File: src/rtl/time_field_editor_pkg.sv
// Shared types and wrap helpers for the time field editor.
// Optional auto-repeat is enabled by defining AUTO_REPEAT_EN.
package time_edit_pkg;

    typedef enum logic [1:0] {
        IDLE,
        LOAD,
        EDIT
    } state_t;

    localparam int VW = 32;

    localparam logic [23:0] HMS_MAX = {8'd59, 8'd59, 8'd23};
    localparam logic [15:0] MS_MAX  = {8'd59, 8'd59};

    function automatic logic [VW-1:0] fld_inc(
        input logic [VW-1:0] v,
        input logic [VW-1:0] m
    );
        return (v >= m) ? '0 : v + 1'b1;
    endfunction

    function automatic logic [VW-1:0] fld_dec(
        input logic [VW-1:0] v,
        input logic [VW-1:0] m
    );
        return (v == '0) ? m : v - 1'b1;
    endfunction

endpackage

File: src/rtl/time_field_editor_if.sv
// Button inputs and edited-value outputs of the time field editor.
// Master drives buttons/enable/load value; slave is the editor.
interface time_field_editor_if #(
    parameter int NUM_FIELDS = 3,
    parameter int FIELD_W    = 8
);
    localparam int CW = (NUM_FIELDS > 1) ? $clog2(NUM_FIELDS) : 1;

    logic                          en;
    logic                          bt_up;
    logic                          bt_down;
    logic                          bt_l;
    logic                          bt_r;
    logic [NUM_FIELDS*FIELD_W-1:0] fields_in;
    logic [NUM_FIELDS*FIELD_W-1:0] fields_out;
    logic [CW-1:0]                 cursor;
    logic                          changed;
    logic                          editing;

    modport master (
        output en, bt_up, bt_down, bt_l, bt_r, fields_in,
        input  fields_out, cursor, changed, editing
    );

    modport slave (
        input  en, bt_up, bt_down, bt_l, bt_r, fields_in,
        output fields_out, cursor, changed, editing
    );

endinterface

File: src/rtl/time_field_editor_btn_repeat.sv
// Rising-edge detect for one button, plus hold/auto-repeat events
// when AUTO_REPEAT_EN is defined.
module btn_repeat #(
    parameter int HOLD_CYCLES   = 50_000_000,
    parameter int REPEAT_CYCLES = 10_000_000
) (
    input  logic clk,
    input  logic reset,
    input  logic i_btn,
    input  logic i_act,
    input  logic i_clr,
    output logic o_evt
);
    logic r_prev;
    logic w_edge;

    assign w_edge = i_btn & ~r_prev;

    // previous-sample history, tracked in every state
    always_ff @(posedge clk or negedge reset) begin
        if (!reset) r_prev <= 1'b0;
        else        r_prev <= i_btn;
    end

`ifdef AUTO_REPEAT_EN
    logic [31:0] r_cnt;
    logic        r_phase;
    logic [31:0] w_lim;
    logic        w_hold;
    logic        w_rep;

    assign w_hold = i_btn & i_act & ~i_clr;
    assign w_lim  = r_phase ? 32'(REPEAT_CYCLES) : 32'(HOLD_CYCLES);
    assign w_rep  = w_hold && (r_cnt != '0) && (r_cnt == w_lim);
    assign o_evt  = w_edge | w_rep;

    // cycles since edge/last repeat; 0 means not armed
    always_ff @(posedge clk or negedge reset) begin
        if (!reset) begin
            r_cnt   <= '0;
            r_phase <= 1'b0;
        end else if (!w_hold) begin
            r_cnt   <= '0;
            r_phase <= 1'b0;
        end else if (w_edge) begin
            r_cnt   <= 32'd1;
            r_phase <= 1'b0;
        end else if (w_rep) begin
            r_cnt   <= 32'd1;
            r_phase <= 1'b1;
        end else if (r_cnt != '0) begin
            r_cnt   <= r_cnt + 32'd1;
        end
    end
`else
    logic w_unused_cfg;

    assign o_evt = w_edge;
    assign w_unused_cfg = ^{i_act, i_clr,
                            HOLD_CYCLES[0], REPEAT_CYCLES[0]};
`endif

endmodule

File: src/rtl/time_field_editor.sv
// Button-driven multi-field time editor (load, cursor, wrap edit).
// Define AUTO_REPEAT_EN for hold-to-repeat on Up/Down.
module time_field_editor
    import time_edit_pkg::*;
#(
    parameter int NUM_FIELDS    = 3,
    parameter int FIELD_W       = 8,
    parameter logic [NUM_FIELDS*FIELD_W-1:0] FIELD_MAX = HMS_MAX,
    parameter int HOLD_CYCLES   = 50_000_000,
    parameter int REPEAT_CYCLES = 10_000_000
) (
    input  logic                clk,
    input  logic                reset,
    time_field_editor_if.slave  bus
);
    localparam int CW = (NUM_FIELDS > 1) ? $clog2(NUM_FIELDS) : 1;
    localparam int W  = NUM_FIELDS * FIELD_W;
    localparam logic [CW-1:0] LAST = CW'(NUM_FIELDS - 1);

    state_t           r_state, w_state_n;
    logic [W-1:0]     r_fields, w_fields_n;
    logic [CW-1:0]    r_cursor, w_cursor_n;
    logic             r_changed, w_changed_n;
    logic             r_l_prev, r_r_prev;
    logic             w_l_edge, w_r_edge;
    logic             w_up_evt, w_dn_evt;
    logic             w_act, w_move;
    logic [FIELD_W-1:0] w_sel, w_max, w_new;

    assign w_act    = (r_state == EDIT) && bus.en;
    assign w_l_edge = bus.bt_l & ~r_l_prev;
    assign w_r_edge = bus.bt_r & ~r_r_prev;
    assign w_move   = w_act && (w_l_edge ^ w_r_edge);

    btn_repeat #(
        .HOLD_CYCLES  (HOLD_CYCLES),
        .REPEAT_CYCLES(REPEAT_CYCLES)
    ) u_up (
        .clk  (clk),
        .reset(reset),
        .i_btn(bus.bt_up),
        .i_act(w_act),
        .i_clr(w_move | (bus.bt_up & bus.bt_down)),
        .o_evt(w_up_evt)
    );

    btn_repeat #(
        .HOLD_CYCLES  (HOLD_CYCLES),
        .REPEAT_CYCLES(REPEAT_CYCLES)
    ) u_dn (
        .clk  (clk),
        .reset(reset),
        .i_btn(bus.bt_down),
        .i_act(w_act),
        .i_clr(w_move | (bus.bt_up & bus.bt_down)),
        .o_evt(w_dn_evt)
    );

    // state, value, cursor and L/R history registers
    always_ff @(posedge clk or negedge reset) begin
        if (!reset) begin
            r_state   <= IDLE;
            r_fields  <= '0;
            r_cursor  <= '0;
            r_changed <= 1'b0;
            r_l_prev  <= 1'b0;
            r_r_prev  <= 1'b0;
        end else begin
            r_state   <= w_state_n;
            r_fields  <= w_fields_n;
            r_cursor  <= w_cursor_n;
            r_changed <= w_changed_n;
            r_l_prev  <= bus.bt_l;
            r_r_prev  <= bus.bt_r;
        end
    end

    // next state: enable drops to IDLE from anywhere
    always_comb begin
        w_state_n = r_state;
        if (!bus.en) begin
            w_state_n = IDLE;
        end else begin
            unique case (r_state)
                IDLE:    w_state_n = LOAD;
                LOAD:    w_state_n = EDIT;
                EDIT:    w_state_n = EDIT;
                default: w_state_n = IDLE;
            endcase
        end
    end

    // load clamp, cursor move and field edit at pre-edge cursor
    always_comb begin
        w_fields_n  = r_fields;
        w_cursor_n  = '0;
        w_changed_n = 1'b0;
        w_sel       = r_fields[r_cursor*FIELD_W +: FIELD_W];
        w_max       = FIELD_MAX[r_cursor*FIELD_W +: FIELD_W];
        w_new       = w_sel;
        if (r_state == LOAD && bus.en) begin
            for (int i = 0; i < NUM_FIELDS; i++) begin
                w_fields_n[i*FIELD_W +: FIELD_W] =
                    (bus.fields_in[i*FIELD_W +: FIELD_W] >
                     FIELD_MAX[i*FIELD_W +: FIELD_W]) ?
                    FIELD_MAX[i*FIELD_W +: FIELD_W] :
                    bus.fields_in[i*FIELD_W +: FIELD_W];
            end
        end
        if (w_act) begin
            w_cursor_n = r_cursor;
            if (w_move && w_r_edge)
                w_cursor_n = (r_cursor == LAST) ? '0 : r_cursor + 1'b1;
            else if (w_move && w_l_edge)
                w_cursor_n = (r_cursor == '0) ? LAST : r_cursor - 1'b1;
            if (w_up_evt ^ w_dn_evt) begin
                if (w_up_evt)
                    w_new = FIELD_W'(fld_inc(VW'(w_sel), VW'(w_max)));
                else
                    w_new = FIELD_W'(fld_dec(VW'(w_sel), VW'(w_max)));
                w_fields_n[r_cursor*FIELD_W +: FIELD_W] = w_new;
                w_changed_n = (w_new != w_sel);
            end
        end
    end

    assign bus.fields_out = r_fields;
    assign bus.cursor     = r_cursor;
    assign bus.changed    = r_changed;
    assign bus.editing    = (r_state == EDIT);

endmodule

File: src/flat_wrapper.sv
// flat-port wrapper written by rule: the top's interface ports become plain ports
module time_field_editor_flat import time_edit_pkg::*;
#(
    parameter int NUM_FIELDS    = 3,
    parameter int FIELD_W       = 8,
    parameter logic [NUM_FIELDS*FIELD_W-1:0] FIELD_MAX = HMS_MAX,
    parameter int HOLD_CYCLES   = 50_000_000,
    parameter int REPEAT_CYCLES = 10_000_000
)
  (clk, reset, bus_en, bus_bt_up, bus_bt_down, bus_bt_l, bus_bt_r, bus_fields_in, bus_fields_out, bus_cursor, bus_changed, bus_editing);
  time_field_editor_if #(.NUM_FIELDS(NUM_FIELDS), .FIELD_W(FIELD_W)) bus_i ();
  input  logic clk;
  input  logic reset;
  input wire logic [$bits(bus_i.en)-1:0] bus_en;
  input wire logic [$bits(bus_i.bt_up)-1:0] bus_bt_up;
  input wire logic [$bits(bus_i.bt_down)-1:0] bus_bt_down;
  input wire logic [$bits(bus_i.bt_l)-1:0] bus_bt_l;
  input wire logic [$bits(bus_i.bt_r)-1:0] bus_bt_r;
  input wire logic [$bits(bus_i.fields_in)-1:0] bus_fields_in;
  output wire logic [$bits(bus_i.fields_out)-1:0] bus_fields_out;
  output wire logic [$bits(bus_i.cursor)-1:0] bus_cursor;
  output wire logic [$bits(bus_i.changed)-1:0] bus_changed;
  output wire logic [$bits(bus_i.editing)-1:0] bus_editing;
  assign bus_i.en = bus_en;
  assign bus_i.bt_up = bus_bt_up;
  assign bus_i.bt_down = bus_bt_down;
  assign bus_i.bt_l = bus_bt_l;
  assign bus_i.bt_r = bus_bt_r;
  assign bus_i.fields_in = bus_fields_in;
  assign bus_fields_out = bus_i.fields_out;
  assign bus_cursor = bus_i.cursor;
  assign bus_changed = bus_i.changed;
  assign bus_editing = bus_i.editing;
  time_field_editor #(.NUM_FIELDS(NUM_FIELDS), .FIELD_W(FIELD_W), .FIELD_MAX(FIELD_MAX), .HOLD_CYCLES(HOLD_CYCLES), .REPEAT_CYCLES(REPEAT_CYCLES)) u_core (.clk(clk), .reset(reset), .bus(bus_i));
endmodule
File: config.mk
export PLATFORM = sky130hd
export DESIGN_NAME = time_field_editor_flat
export DESIGN_NICKNAME = d
export VERILOG_FILES = /design/src/rtl/time_field_editor_pkg.sv /design/src/rtl/time_field_editor_if.sv /design/src/rtl/time_field_editor_btn_repeat.sv /design/src/rtl/time_field_editor.sv /design/src/flat_wrapper.sv
export SDC_FILE = /design/constraint.sdc
export NUM_CORES = 1
export LEC_CHECK = 0
export ABC_AREA = 1
export ABC_CLOCK_PERIOD_IN_PS = 3300
export BUFFER_PORTS_ARGS = -buffer_cell sky130_fd_sc_hd__buf_2
export CORE_ASPECT_RATIO = 0.7
export CORE_MARGIN = 8
export CORE_UTILIZATION = 25
export CTS_CLUSTER_DIAMETER = 200
export CTS_CLUSTER_SIZE = 14
export DETAILED_ROUTE_END_ITERATION = 6
export PLACE_DENSITY = 0.45
export SYNTH_ARGS = -nofsm -noshare
export SYNTH_HDL_FRONTEND = slang
export SYNTH_SLANG_ARGS = --single-unit
File: constraint.sdc
create_clock -name clk -period 3.3 [get_ports clk]
set_clock_uncertainty 0.15 [all_clocks]
set_input_delay 0 -clock clk [delete_from_list [all_inputs] [get_ports clk]]
set_output_delay 0 -clock clk [all_outputs]
set_load 0.005 [all_outputs]
==> results of run 1 <==
power by group:
| group | total (mW) | leakage [nW] | switching [mW] | internal (mW) |
|---|---|---|---|---|
| combinational | 0.939 | 1.26 | 0.583 | 0.356 |
| clock | 0.563 | 0.0831 | 0.186 | 0.377 |
| sequential | 0.556 | 0.396 | 0.0712 | 0.485 |
| total | 2.06 | 1.74 | 0.840 | 1.22 |
cells in the final DEF, fill, tap and decap left out, drive strengths merged, types with 2 or more instances in the layout:
| cell | synthesis | final |
|---|---|---|
| o21ai | 9 | 9 |
| o22ai | 8 | 8 |
| clkinv | 2 | 2 |
| dlygate4sd3 | 0 | 16 |
| o31ai | 2 | 2 |
| o32ai | 9 | 9 |
| nor2 | 58 | 58 |
| inv | 48 | 48 |
| ha | 17 | 17 |
| buf | 4 | 65 |
| nand4 | 7 | 7 |
| a21oi | 13 | 13 |
| xor2 | 2 | 2 |
| a32o | 2 | 2 |
| dfrtp | 33 | 33 |
| nor3 | 10 | 10 |
| nand2 | 125 | 125 |
| nand3 | 34 | 34 |
| xnor2 | 3 | 3 |
| clkbuf | 3 | 6 |
| o221ai | 3 | 3 |
state kept, by name (all words and copies together) (netlist names):
name and flops:
u_core.bus.changed 1, u_core.bus.cursor 2, u_core.bus.fields_out 24, u_core.r_l_prev 1
u_core.r_r_prev 1, u_core.r_state 2, u_core.u_dn.r_prev 1, u_core.u_up.r_prev 1
logic make-up (layout without fill, tap and decap cells):
family	count (synthesis)	count (layout)	share of synthesized area, %
buf+inv	57	139	8.42
fa+ha+maj	17	17	7.86
xor+xnor	5	5	1.62
compound gates	50	50	13.6
simple gates	234	234	38.0
flops	33	33	30.5
worst max path at each step:
stage | start | end | cells past startpoint
after CTS | u_core.bus.cursor[1] | u_core.bus.changed | 16
after floorplan | u_core.bus.cursor[1] | u_core.bus.changed | 17
final | u_core.bus.cursor[1] | u_core.bus.changed | 16
after global placement | u_core.bus.cursor[1] | u_core.bus.changed | 16
after detailed placement | u_core.bus.cursor[1] | u_core.bus.changed | 16
after global routing | u_core.bus.cursor[1] | u_core.bus.changed | 17
metrics by stage:
stage	util (%)	instances
2_1_floorplan	-	396
3_3_place_gp	30.4	586
3_5_place_dp	30.4	586
4_1_cts	33.6	610
5_1_grt	33.7	610
6_report	33.7	610
routing by layer:
| metal | share of wire [%] | vias to the layer above | global-route usage [%] |
|---|---|---|---|
| li1 | - | 1461 | - |
| met2 | 39 | 88 | 20.5 |
| met5 | 0 | - | 0 |
| met3 | 7.6 | 7 | 3.61 |
| met1 | 52 | 1378 | 21.3 |
| met4 | 0.63 | 0 | 2.74 |
repair_timing:
action                     in CTS  in global routing
hold buffers                   16                  0
resized for setup               0                  2
hold endpoints to repair       50                  0
setup endpoints to repair       0                  1
cell type report:
cell class / count / area, sq um / share of cell area, %
clock buffers: 6 / 139 / 3.95
clock inverters: 2 / 37.5 / 1.07
inverters: 50 / 190 / 5.42
multi-input cells: 306 / 1650 / 47.0
flip-flops and latches: 33 / 826 / 23.5
well taps: 132 / 165 / 4.70
repair buffers: 81 / 503 / 14.3
worst max-delay path, cell delays in order, from the launching register on:
cell     delay (ns)
dfrtp_1        0.48
inv_4          0.15
ha_1           0.36
inv_1          0.11
ha_1           0.32
a21oi_1        0.17
inv_1          0.06
nor2_1         0.09
nand2_1        0.10
o21ai_1        0.24
nand2_1        0.14
nand2_1        0.08
nand2_1        0.05
nor2_1         0.10
nand2_1        0.10
nor2_1         0.11
nor2_1         0.05
==> flow_summary.toml, run 1 <==
[detailed_routing]
detail-route-antenna-nets = 0
dr.pass1.iters = 4
finalWirelength_mm = 10.0
first_iter_violations = 238
wire_per_inst_um = 16.5
vias = 2934
avgViaCountPerCell = 4.81
drc = 0

[floorplanning]
die_w_um = 140
initial_core_util_pct = 25.9
die_area_sq_um = 14500
rows = 31
top_level_ports = 59
core_area_sq_um = 10400
dieHeight_um = 103

[global_route]
grt_max_degree = 34
grt_pass1_wl_mm = 16.0
antenna_found_initial = 0
global_route.overflow_total = 0
grt_pass1_vias = 2868
grt_usage_pct = 14.4

[synth]
ys_seq_area_share_pct = 30.5
synth_edf_count = 0
synth_nets = 444
netlist_area_sq_um = 2710
ys.flop_type = "dfrtp_1"
synthTopCellsByCount = "nand2_1 (113), nor2_1 (51), inv_1 (41), dfrtp_1 (33), nand3_1 (32)"
ys_seq_elements = 33
postSynthCellCount = 396
async_reset_ff_share_pct = 100
yosysMostFrequentCell = "nand2_1"
yosysTopAreaCellShare_pct = 30.5
yosysUniqueCellTypes = 35
yosysWarnings = 0
yosysTopAreaCell = "dfrtp_1"
synth_area_leaders = "dfrtp_1 (31%), nand2_1 (16%), ha_1 (7.9%), nor2_1 (7.1%), nand3_1 (5.9%)"
syn_area_per_cell_sq_um = 6.83

[job]
cap_violations = 0

[timing]
setup-violations-final = 0
hold_violations = 0
fin_setup_tns_ns = 0
slew_viol_final = 0
setup_slack_ns = 0.340
period_minus_slack_ns = 2.96
holdWs_ns = 0.00352
rsz0062_at_grt = "no"
slew_headroom_pct = 46.4
max_freq_mhz = 338
tightestPinTransition_ns = 0.804
fin_crit_sh_pct = 89.7

[placement]
dpl_cell_area_sq_um = 3170
pre_cts_ws_ns = 0.269
place_congestion = 0.843
numPortBuffers = 58
hpwl_mm = 7.93

[cells_and_area]
antenna_cells = 0
drive_gt1_share_pct = 22.4
fill_cells = 1134
areaGrowthSynthToFinish_pct = 29.8
layout.nets = 525
stdcell_area_sq_um = 3510

[clocking]
h-tree-depth = 2
cts.sinks = 33
cts_buffers = 5
cts_tree = "yes"
postCtsSetupBuffers = 0
clk_pin_slew_ns = 0.06
clk_latency_ns = 0.28
cts_buffer_depth = 2
root_buffer = "clkbuf_16"

[worst_setup_path]
r2r-start = "u_core.bus.cursor[1]"
r2r_cells = 16
cp_data_required_time_ns = 3.32
critPathLaunchType = "flip-flop"
r2r_slack_ns = 0.34
reg2reg_to = "u_core.bus.changed"
endpoint_kind = "flip-flop"
path_class = "reg2reg"
cp_max_fo = 16
arrival_ns = 2.98

[min_path]
worstHoldStart = "bus_fields_in[5]"
hold_path.class = "in2reg"
hold_path_end = "u_core.bus.fields_out[4]"
min_path_cells = 4

[pwr]
irDropWorstVdd_mv = 0.273
powerDensity_nw_per_um2 = 586
p_leak_nw = 1.74
p_total_mw = 2.06

[status]
outcome = "completed"
No activity file was read; power rests on OpenSTA's default activity.
==> run 2, diff against run 1 <==
--- a/config.mk
+++ b/config.mk
@@ -6,7 +6,7 @@
 export NUM_CORES = 1
 export LEC_CHECK = 0
 export ABC_AREA = 1
-export ABC_CLOCK_PERIOD_IN_PS = 3300
+export ABC_CLOCK_PERIOD_IN_PS = 2400
 export BUFFER_PORTS_ARGS = -buffer_cell sky130_fd_sc_hd__buf_2
 export CORE_ASPECT_RATIO = 0.7
 export CORE_MARGIN = 8
@@ -14,7 +14,7 @@
 export CTS_CLUSTER_DIAMETER = 200
 export CTS_CLUSTER_SIZE = 14
 export DETAILED_ROUTE_END_ITERATION = 6
-export PLACE_DENSITY = 0.45
+export PLACE_DENSITY = 0.46
 export SYNTH_ARGS = -nofsm -noshare
 export SYNTH_HDL_FRONTEND = slang
 export SYNTH_SLANG_ARGS = --single-unit
==> constraint.sdc (replaced) <==
create_clock -name clk -period 2.4 [get_ports clk]
set_clock_uncertainty 0.15 [all_clocks]
set_input_delay 0.12 -clock clk [delete_from_list [all_inputs] [get_ports clk]]
set_output_delay 0.12 -clock clk [all_outputs]
set_load 0.005 [all_outputs]
==> run 2 against run 1 <==
Sequential share of layout area is 4.6 points lower. Global-route usage rose by 0.94 points. Critical path depth is 2 higher. The flow now finishes with violations (hold timing, setup timing). Die area unchanged. Wire length rose by 9.2%. Critical path type unchanged. Largest power group unchanged. Hold slack worse by 0.0096 ns.
==> flow_summary.toml, run 2 (synthesis results as in run 1) <==
[placement]
dp_cells = 647
dpl_cell_area_sq_um = 3730
place_congestion = 0.845
hpwl_mm = 8.64
numPortBuffers = 58

[clocking]
clk_pin_slew_ns = 0.06
cts_buffer_depth = 2
cts.sinks = 33
clk_latency_ns = 0.29
h-tree-depth = 2
cts_buffers = 5
root_buffer = "clkbuf_16"
cts_tree = "yes"

[global_route]
grt_pass1_vias = 3175
use_met1_pct = 22.0
grt_pass1_wl_mm = 17.1
met2_usage_pct = 22.6
met3_usage_pct = 3.61
grt_usage_pct = 15.3
global_route.overflow_total = 0
top_usage_layer = "met2"
grt_max_degree = 34
antenna_found_initial = 0

[detailed_routing]
avgViaCountPerCell = 4.78
first_iter_violations = 238
drc = 0
dr.pass1.iters = 5
detail-route-antenna-nets = 0
vias = 3209
finalWirelength_mm = 11.0
wire_per_inst_um = 16.3

[timing]
holdWs_ns = -0.00607
setup-violations-final = 22
setup_slack_ns = -0.282
slew_viol_final = 0
slew_headroom_pct = 45.7
hold_violations = 1
rsz0062_at_grt = "yes"
period_minus_slack_ns = 2.68
fin_crit_sh_pct = 112
tightestPinTransition_ns = 0.814
max_freq_mhz = 373

[cells_and_area]
drive_gt1_share_pct = 43.9
antenna_cells = 0
largest_reg_flops = 24
layout.cells.most_common = "nand2_1"
final_util_pct = 41.9
stdcell_area_sq_um = 4370
layout.cells.non_filler = 672
final_cell_mix = "nand2_1 (95), buf_4 (66), buf_2 (58)"
areaGrowthSynthToFinish_pct = 61.7
layout.nets = 587

[status]
violations = "hold timing, setup timing"
outcome = "finished, violations left"

[worst_setup_path]
cp_cell_sequence = "inv_4 -> buf_12 -> ha_4 -> inv_6 -> ha_4 -> a21oi_2 -> inv_1 -> nor2_2 -> nand2_2 -> buf_4 -> o21ai_4 -> nand2_2 -> nand2_1 -> nand2_1 -> nor2_1 -> nand2_1 -> nor2_1 -> nor2_1"
endpoint_kind = "flip-flop"
critPathLaunchType = "flip-flop"
cp_data_required_time_ns = 2.42
critPathSlowestCell = "dfrtp_1"
critical-path-max-stage-delay_ns = 0.43
cp_max_fo = 5
r2r_slack_ns = -0.28
path_class = "reg2reg"
arrival_ns = 2.71

[floorplanning]
rows = 31
top_level_ports = 59
die_w_um = 140
die_area_sq_um = 14500
core_area_sq_um = 10400
dieHeight_um = 103
initial_core_util_pct = 25.9

[pwr]
p_total_mw = 3.57
irDropWorstVdd_mv = 0.319
powerDensity_nw_per_um2 = 816
p_leak_nw = 2.15

[min_path]
hold_path.class = "in2reg"

[job]
cap_violations = 0
run 2: cell types whose count changed in the layout (fill, tap and decap cells not counted), moves of 8 or more:
| cell | before | now |
|---|---|---|
| nand2_1 | 113 | 95 |
| buf_4 | 7 | 66 |
| buf_6 | 0 | 8 |
| ha_1 | 17 | 7 |
| nand2_2 | 12 | 25 |
| nor2_1 | 51 | 43 |
| dlygate4sd3_1 | 16 | 8 |
run 2: critical path: cells and delay by family (launching register included):
family                     cells  cell delay (ns)
AOI/OAI and AO/OA              2             0.29
adders and majority gates      2             0.50
buffers and inverters          5             0.48
DFF                            1             0.43
and+or+nand+nor                9             0.72
run 2: repair_timing:
action / CTS / global route
pin swaps: 3 / 23
cloned: 0 / 1
resized for setup: 9 / 67
setup endpoints to repair: 22 / 25
hold buffers: 8 / 0
endpoints found under the hold margin: 41 / 0
buffers inserted: 0 / 9
run 2: where the power goes:
part | switching (mW) | total, mW | leakage (nW) | internal (mW)
clock network | 0.258 | 0.777 | 0.0841 | 0.519
logic | 1.08 | 2.04 | 1.67 | 0.962
registers | 0.0803 | 0.747 | 0.395 | 0.667
run 2: path summary, 6_finish.rpt:
| kind | startpoint | to | cells past startpoint |
|---|---|---|---|
| max | u_core.bus.cursor[0] | u_core.bus.changed | 18 |
| min | bus_fields_in[3] | u_core.bus.fields_out[3] | 3 |
| max reg2reg | u_core.bus.cursor[0] | u_core.bus.changed | 18 |
| min reg2reg | u_core.bus.fields_out[7] | u_core.bus.fields_out[7] | 2 |
| max in group asynchronous | reset | u_core.bus.cursor[1] | 2 |
| min in group asynchronous | reset | u_core.r_l_prev | 2 |
run 2: layer usage:
layer  share of wire (%)  vias to the layer above
li1                    -                     1597
met1                  52                     1514
met3                 6.1                        9
met5                   0                        -
met4                0.69                        0
met2                  41                       89
run 2: cell type report:
class	instances	area, sq um
timing repair buffer	143	1020
inverter	50	209
fill	1086	6060
tap	132	165
sequential	33	827
clock inverter	1	30.0
clock buffer	7	143
multi-input combinational	306	1980
run 2: through the flow:
stage          TNS, ns  setup WS (ns)
2_1_floorplan  -0.0377        -0.0377
3_3_place_gp     -4.53         -0.426
3_5_place_dp     -4.69         -0.418
4_1_cts          -3.13         -0.249
5_1_grt          -6.72         -0.447
6_report         -3.27         -0.282
==> run 3, diff against run 2 <==
--- a/config.mk
+++ b/config.mk
@@ -12,9 +12,7 @@
 export CORE_MARGIN = 8
 export CORE_UTILIZATION = 25
 export CTS_CLUSTER_DIAMETER = 200
-export CTS_CLUSTER_SIZE = 14
 export DETAILED_ROUTE_END_ITERATION = 6
-export PLACE_DENSITY = 0.46
 export SYNTH_ARGS = -nofsm -noshare
 export SYNTH_HDL_FRONTEND = slang
 export SYNTH_SLANG_ARGS = --single-unit
==> constraint.sdc (replaced) <==
create_clock -name clk -period 2.4 [get_ports clk]
set_clock_uncertainty 0.15 [all_clocks]
set_input_delay 0.12 -clock clk [delete_from_list [all_inputs] [get_ports clk]]
set_output_delay 0.12 -clock clk [all_outputs]
set_load 0.01 [all_outputs]
==> run 3 against run 2 <==
The run ends with setup timing left. Sequential cell count unchanged. First-iteration DRC count increased by 34%. Sequential power increased by 1%. Fmax increased by 0.43%. Non-clock buffer count increased by 10. Critical endpoint unchanged. Die area unchanged. Via count increased by 7.4%. Critical path depth unchanged. Hold slack improved by 0.015 ns. Combinational power increased by 7%.
==> flow_summary.toml, run 3 (synthesis results as in run 1) <==
[clocking]
cts_tree = "yes"
cts_buffers = 5
clk_latency_ns = 0.29
clk_pin_slew_ns = 0.06
root_buffer = "clkbuf_16"
cts.sinks = 33
h-tree-depth = 2
cts_buffer_depth = 2

[detailed_routing]
avgViaCountPerCell = 5.06
detail-route-antenna-nets = 0
drc = 0
wire_per_inst_um = 17.0
first_iter_violations = 320
dr.pass1.iters = 4
finalWirelength_mm = 11.6
vias = 3448

[global_route]
grt_usage_pct = 15.5
grt_pass1_vias = 3239
grt_max_degree = 34
global_route.overflow_total = 0
antenna_found_initial = 0
grt_pass1_wl_mm = 17.6

[timing]
setup-violations-final = 23
rsz0062_at_grt = "yes"
slew_viol_final = 0
tightestPinTransition_ns = 0.812
setup_slack_ns = -0.271
slew_headroom_pct = 45.8
max_freq_mhz = 374
fin_crit_sh_pct = 111
period_minus_slack_ns = 2.67
hold_violations = 0

[worst_setup_path]
critPathLaunchType = "flip-flop"
critical_path.startpoint = "u_core.bus.cursor[0]"
r2r_slack_ns = -0.27
path_class = "reg2reg"
endpoint_kind = "flip-flop"
arrival_ns = 2.69
r2r-start = "u_core.bus.cursor[0]"
cp_data_required_time_ns = 2.42
cp_max_fo = 7

[floorplanning]
initial_core_util_pct = 25.9
core_area_sq_um = 10400
top_level_ports = 59
die_area_sq_um = 14500
die_w_um = 140
dieHeight_um = 103
rows = 31

[cells_and_area]
fill_cells = 1024
final_util_pct = 44.2
antenna_cells = 0
final_cell_mix = "nand2_1 (79), buf_4 (72), buf_2 (58)"
largest_reg_flops = 24
areaGrowthSynthToFinish_pct = 70.7
drive_gt1_share_pct = 50.2
layout.nets = 597
layout.cells.non_filler = 682
layout.cells.most_common = "nand2_1"

[pwr]
pwr-share-seq_pct = 20.7
p_leak_nw = 2.26
p_comb_share_pct = 60.2
powerDensity_nw_per_um2 = 790
irDropWorstVdd_mv = 0.400
cellInternalPower_mw = 2.12
switchingPower_mw = 1.53
p_clk_share_pct = 19.1
p_sw_share_pct = 41.9

[placement]
pre_cts_ws_ns = -0.226
dp_cells = 646
hpwl_mm = 8.52
numPortBuffers = 58
place_congestion = 0.889

[min_path]
hold_path.class = "in2reg"
worstHoldStart = "bus_fields_in[2]"

[status]
violations = "setup timing"
outcome = "finished, violations left"

[job]
cap_violations = 0
-- run 3: cell type report --
type | count | area (sq um) | area share, %
repair buffers | 153 | 1100 | 23.8
clock buffers | 7 | 153 | 3.31
multi-input cells | 306 | 2150 | 46.7
flip-flops and latches | 33 | 828 | 17.9
well taps | 132 | 165 | 3.58
clock inverters | 1 | 5.00 | 0.108
inverters | 50 | 211 | 4.58
-- run 3: worst paths after layout --
path | depth (start not counted) | end
max | 18 | u_core.bus.changed
min in group asynchronous | 2 | u_core.bus.fields_out[5]
min | 3 | u_core.bus.fields_out[2]
max reg2reg | 18 | u_core.bus.changed
max in group asynchronous | 2 | u_core.bus.cursor[0]
min reg2reg | 2 | u_core.bus.fields_out[7]
-- run 3: metal layers --
metal  part of all wire (%)  GRT usage (%)  wire, um
met1                     47           22.5      5450
met2                     44           23.1      5050
met3                    8.8           3.89      1020
met4                   0.72           2.08        83
met5                      0              0         0
-- run 3: timing repair --
action | in CTS | in global routing
gates cloned | 0 | 0
resized for setup | 52 | 72
setup buffers | 5 | 15
endpoints found under the setup margin | 22 | 25
endpoints found under the hold margin | 42 | 0
hold buffers | 9 | 0
pin swaps | 28 | 37
-- run 3: worst max-delay path, cell delays in order, from the launching register on --
cell     delay [ns]
dfrtp_2        0.41
inv_4          0.06
buf_12         0.14
nand2_4        0.07
nand2_4        0.06
a21oi_4        0.22
ha_4           0.25
nand4_1        0.09
nand3_1        0.10
nand2_1        0.09
nand2_2        0.07
nor2_4         0.23
nand3_2        0.16
nand3_2        0.11
nand2_2        0.06
nor2_2         0.09
nand2_1        0.06
nor2_1         0.10
nor2_1         0.05
-- run 3: power groups by stage --
stage / registers (mW) / logic (mW) / clock network (mW)
2_1_floorplan: 0.799 / 0.896 / 0
3_3_place_gp: 0.751 / 1.70 / 0
3_5_place_dp: 0.753 / 1.71 / 0
4_1_cts: 0.749 / 1.89 / 0.708
5_1_grt: 0.766 / 2.36 / 0.738
6_report: 0.757 / 2.19 / 0.697
-- run 3: metrics by stage --
step | setup TNS, ns | power, mW | hold WS [ns] | cell area (sq um)
floorplan | -0.0279 | 1.70 | -0.326 | 2790
global placement | -1.84 | 2.45 | 0.0844 | 3720
detailed placement | -2.67 | 2.46 | 0.0960 | 3720
CTS | -1.28 | 3.34 | 0.00488 | 4230
global route | -5.23 | 3.86 | 0.00682 | 4620
finish | -2.48 | 3.65 | 0.00939 | 4620
